## config.mk

```make
export PLATFORM = sky130hd
export DESIGN_NAME = fib_bcd
export DESIGN_NICKNAME = d
export VERILOG_FILES = /design/src/rtl/fib_bcd.sv
export SDC_FILE = /design/constraint.sdc
export NUM_CORES = 1
export LEC_CHECK = 0
export ABC_CLOCK_PERIOD_IN_PS = 1800
export CELL_PAD_IN_SITES_DETAIL_PLACEMENT = 1
export CELL_PAD_IN_SITES_GLOBAL_PLACEMENT = 1
export CORE_MARGIN = 3
export CORE_UTILIZATION = 49
export DETAILED_ROUTE_END_ITERATION = 6
export DONT_BUFFER_PORTS = 1
export PLACE_DENSITY = 0.79
export SYNTH_ARGS = -nofsm -noshare
export SYNTH_HDL_FRONTEND = slang
export SYNTH_SLANG_ARGS = --single-unit
```

## constraint.sdc

```tcl
create_clock -name clk -period 1.8 [get_ports clk]
set_input_delay 0.54 -clock clk [delete_from_list [all_inputs] [get_ports clk]]
set_output_delay 0.54 -clock clk [all_outputs]
set_load 0.1 [all_outputs]
```

## src/rtl/fib_bcd.sv

```systemverilog
// Sequential double-dabble binary-to-BCD converter, one bit per clock: done pulses WIDTH+1 edges after start.
// No backpressure: start is accepted only when idle and ignored while busy; bcd holds until the next completion.
module fib_bcd #(
    parameter int WIDTH  = 20,
    parameter int DIGITS = 7,
    parameter int CW     = $clog2(WIDTH)
) (
    input  logic                  clk,
    input  logic                  rst,
    input  logic [WIDTH-1:0]      bin,
    input  logic                  start,
    output logic                  busy,
    output logic                  done,
    output logic [4*DIGITS-1:0]   bcd
);

    typedef enum logic [1:0] {IDLE, SHIFT, DONE} state_t;

    state_t              state_q;
    logic [WIDTH-1:0]    bin_q, bin_d;
    logic [4*DIGITS-1:0] scr_q, scr_d, corr;
    logic [4*DIGITS-1:0] bcd_q;
    logic [CW-1:0]       cnt_q;
    logic                busy_q, done_q;

    // Add-3 on each digit first, then shift the binary MSB into the scratch LSB.
    always_comb begin
        corr = scr_q;
        for (int i = 0; i < DIGITS; i++) begin
            if (scr_q[4*i +: 4] >= 4'd5) begin
                corr[4*i +: 4] = scr_q[4*i +: 4] + 4'd3;
            end
        end
        scr_d = (corr << 1) | {{(4*DIGITS-1){1'b0}}, bin_q[WIDTH-1]};
        bin_d = bin_q << 1;
    end

    always_ff @(posedge clk or negedge rst) begin
        if (!rst) begin
            state_q <= IDLE;
            bin_q   <= '0;
            scr_q   <= '0;
            bcd_q   <= '0;
            cnt_q   <= '0;
            busy_q  <= 1'b0;
            done_q  <= 1'b0;
        end else begin
            case (state_q)
                IDLE: begin
                    done_q <= 1'b0;
                    if (start) begin
                        bin_q   <= bin;
                        scr_q   <= '0;
                        cnt_q   <= '0;
                        busy_q  <= 1'b1;
                        state_q <= SHIFT;
                    end else begin
                        busy_q <= 1'b0;
                    end
                end
                SHIFT: begin
                    scr_q <= scr_d;
                    bin_q <= bin_d;
                    if (cnt_q == CW'(WIDTH-1)) begin
                        bcd_q   <= scr_d;
                        done_q  <= 1'b1;
                        state_q <= DONE;
                    end else begin
                        cnt_q <= cnt_q + CW'(1);
                    end
                end
                DONE: begin
                    done_q  <= 1'b0;
                    busy_q  <= 1'b0;
                    state_q <= IDLE;
                end
                default: begin
                    busy_q  <= 1'b0;
                    done_q  <= 1'b0;
                    state_q <= IDLE;
                end
            endcase
        end
    end

    assign busy = busy_q;
    assign done = done_q;
    assign bcd  = bcd_q;

    a_start_known: assert property (@(posedge clk) disable iff (!rst)
        (state_q == IDLE) |-> !$isunknown(start));

endmodule

```

==> impl_metrics.csv <==
group,metric,value,unit
setup_path,crit_path_cell_trace,"inv_1, ha_1, nand2b_1, a21oi_2, mux2_2, o21ai_0",
timing,tightest_slew,0.5118,ns
global_routing,grt_overflow,0,
finish,drive_gt1_share,21.12,%
cts,cts.sinks,85,
global_routing,grt_pass1_wl,14.96,mm
setup_path,arrival,1.96,ns
synthesis,synthArstFlopShare,100.0,%
finish,nets,445,
synthesis,synthesis.area,4021,um2
floorplan,core-area,7848,um2
floorplan,num_rows,32,
synthesis,synthCells,380,
flow_run,drv_cap,0,
global_routing,grt_pass1_vias,3093,
floorplan,die_w,96.59,um
global_routing,grt_usage,20.79,%
cts,h-tree-depth,3,
synthesis,synth_ff_type,"dfrtp_1",
setup_path,cp_num_buf_inv,1,
setup_path,crit_type,"reg -> reg",
setup_path,slowest_delay,0.44,ns
synthesis,synth-seq-area-share,52.89,%
placement,gp_congestion,0.8223,
cts,cts_inserted_buffers,9,
synthesis,syn_avg_cell_area,10.58,um2
timing,hold_viol,85,
setup_path,slowest_stage,"dfrtp_1",
setup_path,critPathLaunchType,"flip-flop",
detailed_routing,wl_per_cell,17.31,um
cts,cts_buffer_depth,2,
synthesis,synth_top_cell_area_share,52.89,%
setup_path,path_delay_family,"flip-flops",
cts,cts_tree,"done",
detailed_routing,first_pass_iters,4,
floorplan,io_pins,53,
cts,insertion_delay,0.35,ns
outcome,violations,"hold timing",
outcome,status,"complete, but fails checks",
finish,area_growth,11.73,%
placement,dpl_cell_area,4292,um2
detailed_routing,drt_iter0_drc,59,
synthesis,synthTopCellsByArea,"dfrtp_1, o21ai_0, nand2_1, mux2i_1, ha_1",
synthesis,syn_nets,418,
setup_path,crit_fanout,4,
global_routing,grt_max_degree,86,
detailed_routing,ant_nets,0,
synthesis,synth_top_area_cell,"dfrtp_1",
cts,cts_root_buf,"clkbuf_8",
floorplan,initial_core_util,51.24,%
floorplan,die_h,96.59,um
synthesis,ys_ff_latch,85,
timing,period_share,93.90,%
timing,holdWs,-0.1219,ns
detailed_routing,route.detailed.drc,0,
detailed_routing,vias,2829,
timing,setup_tns,0,ns
detailed_routing,vias_per_cell,5.504,
timing,slew_violations,0,
timing,rsz0062_at_grt,"no",
finish,postLayoutCellArea,4493,um2
finish,diodes,0,
global_routing,antenna_found_initial,0,
hold_path,worstHoldPathType,"in -> async",
detailed_routing,wl,8.899,mm
synthesis,synth_edf_count,0,
synthesis,yosysUniqueCellTypes,35,
cts,clkTransAtPathRegs,0.08,ns
timing,post-route-min-period,1.690,ns
timing,clock.fmax,0.5916,GHz
timing,finalSetupViolations,0,
floorplan,die_area,9330,um2
finish,post-route-util,57.25,%
timing,slew_headroom,65.88,%
placement,port_buffers,0,
synthesis,yosys_warnings,0,
timing,clock_skew,0.008843,ns
setup_path,worstSetupEndpointType,"flip-flop",
placement,post-dp-hpwl,6.076,mm
setup_path,cp.required,2.07,ns
==> final timing paths <==
check	start	end	slack, ns	cells after the start
setup reg to reg	scr_q[24]	bcd[26]	0.11	6
max in group asynchronous	rst	bcd[17]	1.78	0
min in group clk	bin[0]	bin_q[0]	0.32	1
hold / removal	rst	bcd[7]	-0.12	0
setup / recovery	scr_q[24]	bcd[26]	0.11	6
hold reg to reg	bcd[0]	bcd[0]	0.48	2
==> layer usage <==
layer | vias to the layer above | wire [um] | track usage (%)
met4 | 0 | 136 | 7.477
li1 | 1361 | - | -
met3 | 13 | 355 | 4.028
met5 | - | 0 | 0
met1 | 1411 | 3790 | 24.94
met2 | 44 | 4616 | 37.01
==> final cells by class <==
type,instances,area (um2)
timing repair buffer,34,292.8
sequential,85,2132
tap,102,127.6
multi-input combinational,260,1705
clock buffer,12,145.1
clock inverter,4,23.77
fill,910,3354
inverter,17,66.31
==> Yosys cell counts (8+ instances only) <==
cell type  number
o21ai_0        43
o21ai_1        19
mux2_2         11
inv_1          16
nor2_1         15
mux2i_1        19
dfrtp_1        85
nand2b_1        8
ha_1           15
nand2_1        53
a21oi_1        15
==> cell families after synthesis <==
family / after synthesis / share of synthesized area (%)
flip-flops: 85 / 52.89
XOR/XNOR: 9 / 1.960
AND/OR/NAND/NOR: 104 / 12.85
multiplexers: 32 / 8.556
adder cells (fa/ha/maj): 15 / 4.667
AO/OA/AOI/OAI: 100 / 13.69
buffers and inverters: 35 / 5.383
==> cells in the final DEF, fill, tap and decap left out, drive strengths merged <==
cell type / count
a22o: 7
xor2: 2
buf: 34
a31o: 1
a31oi: 7
dfrtp: 85
mux2: 13
a211oi: 1
ha: 15
a21oi: 15
and4bb: 1
o22ai: 7
and2b: 1
o21ai: 62
clkbuf: 12
nor3b: 7
nand4: 2
nand2: 54
or2: 1
inv: 17
nor3: 7
clkinv: 4
xnor2: 7
mux2i: 19
nand2b: 8
nor2: 16
or3b: 7
==> flip-flops by register name (all words and copies together) (netlist names) <==
register / cells
bcd: 28
scr_q: 28
bin_q: 20
cnt_q: 5
state_q: 2
busy: 1
done: 1
==> metrics by stage <==
step,worst slack [ns],instances,hold slack (ns)
after floorplan,0.2830,380,0.2444
after CTS,0.01815,514,-0.1405
after detailed placement,0.03282,498,0.2469
after global routing,0.004126,514,-0.1499
final,0.1098,514,-0.1219
after global placement,0.1877,498,0.2477
==> timing repair <==
action / in CTS / in global routing
buffers inserted: 0 / 0
resized for setup: 4 / 9
setup endpoints to repair: 4 / 12
endpoints found under the hold margin: 85 / 85
pin swaps: 0 / 1
gates cloned: 0 / 0
Power is left out: the tool's default activity adds up to more than one toggle a clock period on the data nets, which glitch-free logic cannot reach.
==> RTL change 1 (same settings) <==
Set the parameter `DIGITS` to 14 (it was 7).
--- a/src/rtl/fib_bcd.sv
+++ b/src/rtl/fib_bcd.sv
@@ -2,7 +2,7 @@
 // No backpressure: start is accepted only when idle and ignored while busy; bcd holds until the next completion.
 module fib_bcd #(
     parameter int WIDTH  = 20,
-    parameter int DIGITS = 7,
+    parameter int DIGITS = 14,
     parameter int CW     = $clog2(WIDTH)
 ) (
     input  logic                  clk,
Interface: changed (resized bcd); port bits go from 53 to 81. No check against the original RTL was run, so the function may have changed too.
==> RTL change 1 against the unedited design <==
The flow still finishes with violations (hold timing); final area up 80%; critical path depth up 1; sequential cell count up 56; hold slack worse by 62 ps; wire length up 100%; synthesized area up 70%; worst setup slack worse by 62 ps.
Power is not shown: default switching activity piles up to over one toggle a cycle in this logic, so the estimate is an artifact.
==> RTL change 1: results <==
set metrics [dict create \
    h-tree-depth 4 \
    cts_setup_buffers 1 \
    max_slew_margin_pct 65.3 \
    drt_pre_antenna_iters 6 \
    vias 5432 \
    clk_latency_ps 420 \
    layout.nets 806 \
    drc_errors 0 \
    syn-num-nets 751 \
    wl_um 17800 \
    status "complete, but fails checks" \
    synthAdderAreaFrac_pct 5.32 \
    hold_viol_final 141 \
    yosys-top-cells-area "dfrtp_1, o21ai_0, ha_1, nand2_1, a21oi_1" \
    holdWs_ps -184 \
    cp.arrival_ps 2080 \
    hpwlAfterDp_um 11300 \
    synth.area.mux_share_pct 3.03 \
    gp_congestion 0.810 \
    avgViaCountPerCell 5.76 \
    yosys.area_share.xor_xnor_pct 1.80 \
    ys_seq_area_share_pct 51.8 \
    drive_gt1_share_pct 21.0 \
    critPathMaxFanout 22 \
    synth_ff_type "dfrtp_1" \
    placed_cells 909 \
    synthCells 699 \
    grt_pass1_wl_um 28800 \
    synth_common_cells "dfrtp_1, o21ai_0, nand2_1, a21oi_1" \
    grt_pass1_vias 5803 \
    cts-buffers-inserted 17 \
    worst_path_largest_cell_delay_ps 490 \
    grt_start_max_net_pins 142 \
    synth_compound_area_share_pct 18.4 \
    drt_iter0_drc 323 \
    cts_root_buf "clkbuf_16" \
    violations "hold timing" \
    pre_cts_slack_ps -57.6 \
    synth_cell_types 32 \
    grt_usage_pct 24.1 \
    ctsResizeCount 6 \
]
-- RTL change 1: changes by cell type after synthesis, sizes merged, moves of 19 or more --
cell | unedited run | this run
a22oi | 0 | 19
dfrtp | 85 | 141
nor2b | 0 | 23
mux2i | 19 | 0
o21ai | 62 | 140
nand2 | 54 | 96
a21oi | 15 | 48
-- RTL change 1: layout make-up --
| cell class | count | area, um2 |
|---|---|---|
| Tap cell | 176 | 220 |
| Fill cell | 1501 | 5300 |
| Multi-Input combinational cell | 491 | 3050 |
| Timing Repair Buffer | 73 | 598 |
| Clock buffer | 17 | 425 |
| Sequential cell | 141 | 3530 |
| Clock inverter | 15 | 149 |
| Inverter | 30 | 125 |
-- RTL change 1: layer usage --
metal	vias up	track usage, %	share of wire, %
met5	-	0	0
li1	2531	-	-
met1	2760	28.6	40
met3	30	6.09	5.0
met4	0	9.51	2.2
met2	111	41.9	53
-- RTL change 1: worst paths after layout --
path / to / start / cells past startpoint / slack (ps)
worst max register to register: bcd[31]$_DFFE_PN0P_ / cnt_q[0]$_DFFE_PN0P_ / 7 / 50
worst max-delay path: bcd[31]$_DFFE_PN0P_ / cnt_q[0]$_DFFE_PN0P_ / 7 / 50
worst min register to register: bcd[10]$_DFFE_PN0P_ / bcd[10]$_DFFE_PN0P_ / 2 / 480
worst min-delay path: scr_q[17]$_DFFE_PN0P_ / rst / 0 / -180
max in group asynchronous: bcd[1]$_DFFE_PN0P_ / rst / 0 / 1750
min in group clk: bin_q[12]$_DFFE_PN0P_ / bin[12] / 2 / 320
-- RTL change 1: stage by stage --
step	TNS [ps]	hold WS (ps)	cell area (um2)	util, %
floorplan	0	244	6820	-
global placement	0	249	7420	55.4
detailed placement	-192	249	7420	55.4
CTS	0	-200	8020	59.8
global route	-56.8	-206	8100	60.4
finish	0	-184	8100	60.4
==> RTL change 2 (same flow settings) <==
Made on the original files. Make the reset (`rst`) synchronous in one clocked block.
--- a/src/rtl/fib_bcd.sv
+++ b/src/rtl/fib_bcd.sv
@@ -35,7 +35,7 @@
         bin_d = bin_q << 1;
     end
 
-    always_ff @(posedge clk or negedge rst) begin
+    always_ff @(posedge clk) begin
         if (!rst) begin
             state_q <= IDLE;
             bin_q   <= '0;
Formal check against the unedited RTL: differs if rst is asserted again (counterexample within 4 cycles, from zero or initial values and one cycle with rst low); with rst held inactive, the same outputs for 10 cycles.
==> RTL change 2 against the unedited design <==
Synthesized area is 8.0% lower; sequential cell count stayed put; worst setup slack better by 10 ps; wire length is 6.8% higher; maximum frequency is 0.62% higher; critical path type unchanged; first-iteration DRC count is 73% higher; die area is 7.5% lower; via count is 8.2% higher; final area is 5.2% lower.
==> RTL change 2: results <==
set metrics [dict create \
    wl_met3_um 292 \
    hpwlAfterDp_um 6290 \
    grt_start_max_net_pins 30 \
    ctsResizeCount 0 \
    synth_common_cells "dfxtp_1, nand2_1, o21ai_0, a21oi_1, o22ai_1" \
    route.met2.wl_um 4830 \
    gp_congestion 0.741 \
    wl_per_cell_um 17.8 \
    critPathMaxFanout 5 \
    grt_pass1_vias 3246 \
    met2_usage_pct 40.0 \
    synthAdderAreaFrac_pct 5.07 \
    r2r_end "bcd[10]$_SDFFE_PN0P_" \
    pre_cts_slack_ps 135 \
    synth_compound_area_share_pct 21.0 \
    status "finished, final reports clean" \
    async_reset_ff_share_pct 0 \
    synth.area.mux_share_pct 6.73 \
    tightest_slew_ps 531 \
    met1_length_um 4160 \
    cp_top_family "compound AO/OA/AOI/OAI gates" \
    worst_path_largest_cell_delay_ps 370 \
    min_path_type "in2reg" \
    avgViaCountPerCell 5.72 \
    syn-num-nets 434 \
    grt_usage_pct 22.9 \
]
## RTL change 2: changes by cell type in the layout (fill, tap and decap cells not counted), moves of 8 or more
cell     delta
dfrtp_1    -81
buf_4      +12
a21oi_1    +19
o21ai_1    -16
o22ai_1    +21
o31ai_1     +8
dfxtp_1    +85
## RTL change 2: area by class of cell
class,count,area [um2]
clock buffers,10,138
clock inverters,6,70.1
fillers,877,3030
inverters,19,71.3
multi-input cells,272,1810
flip-flops and latches,85,1700
well taps,99,124
repair buffers,44,343
## RTL change 2: stage by stage
step / util, % / hold WS, ps / instances / area (um2) / TNS [ps]
after floorplan: - / 424 / 396 / 3700 / 0
after global placement: 55.4 / 433 / 519 / 4040 / 0
after detailed placement: 55.4 / 449 / 519 / 4040 / 0
after CTS: 58.3 / 307 / 535 / 4250 / 0
after global routing: 58.4 / 314 / 535 / 4260 / -8.03
final: 58.4 / 319 / 535 / 4260 / 0
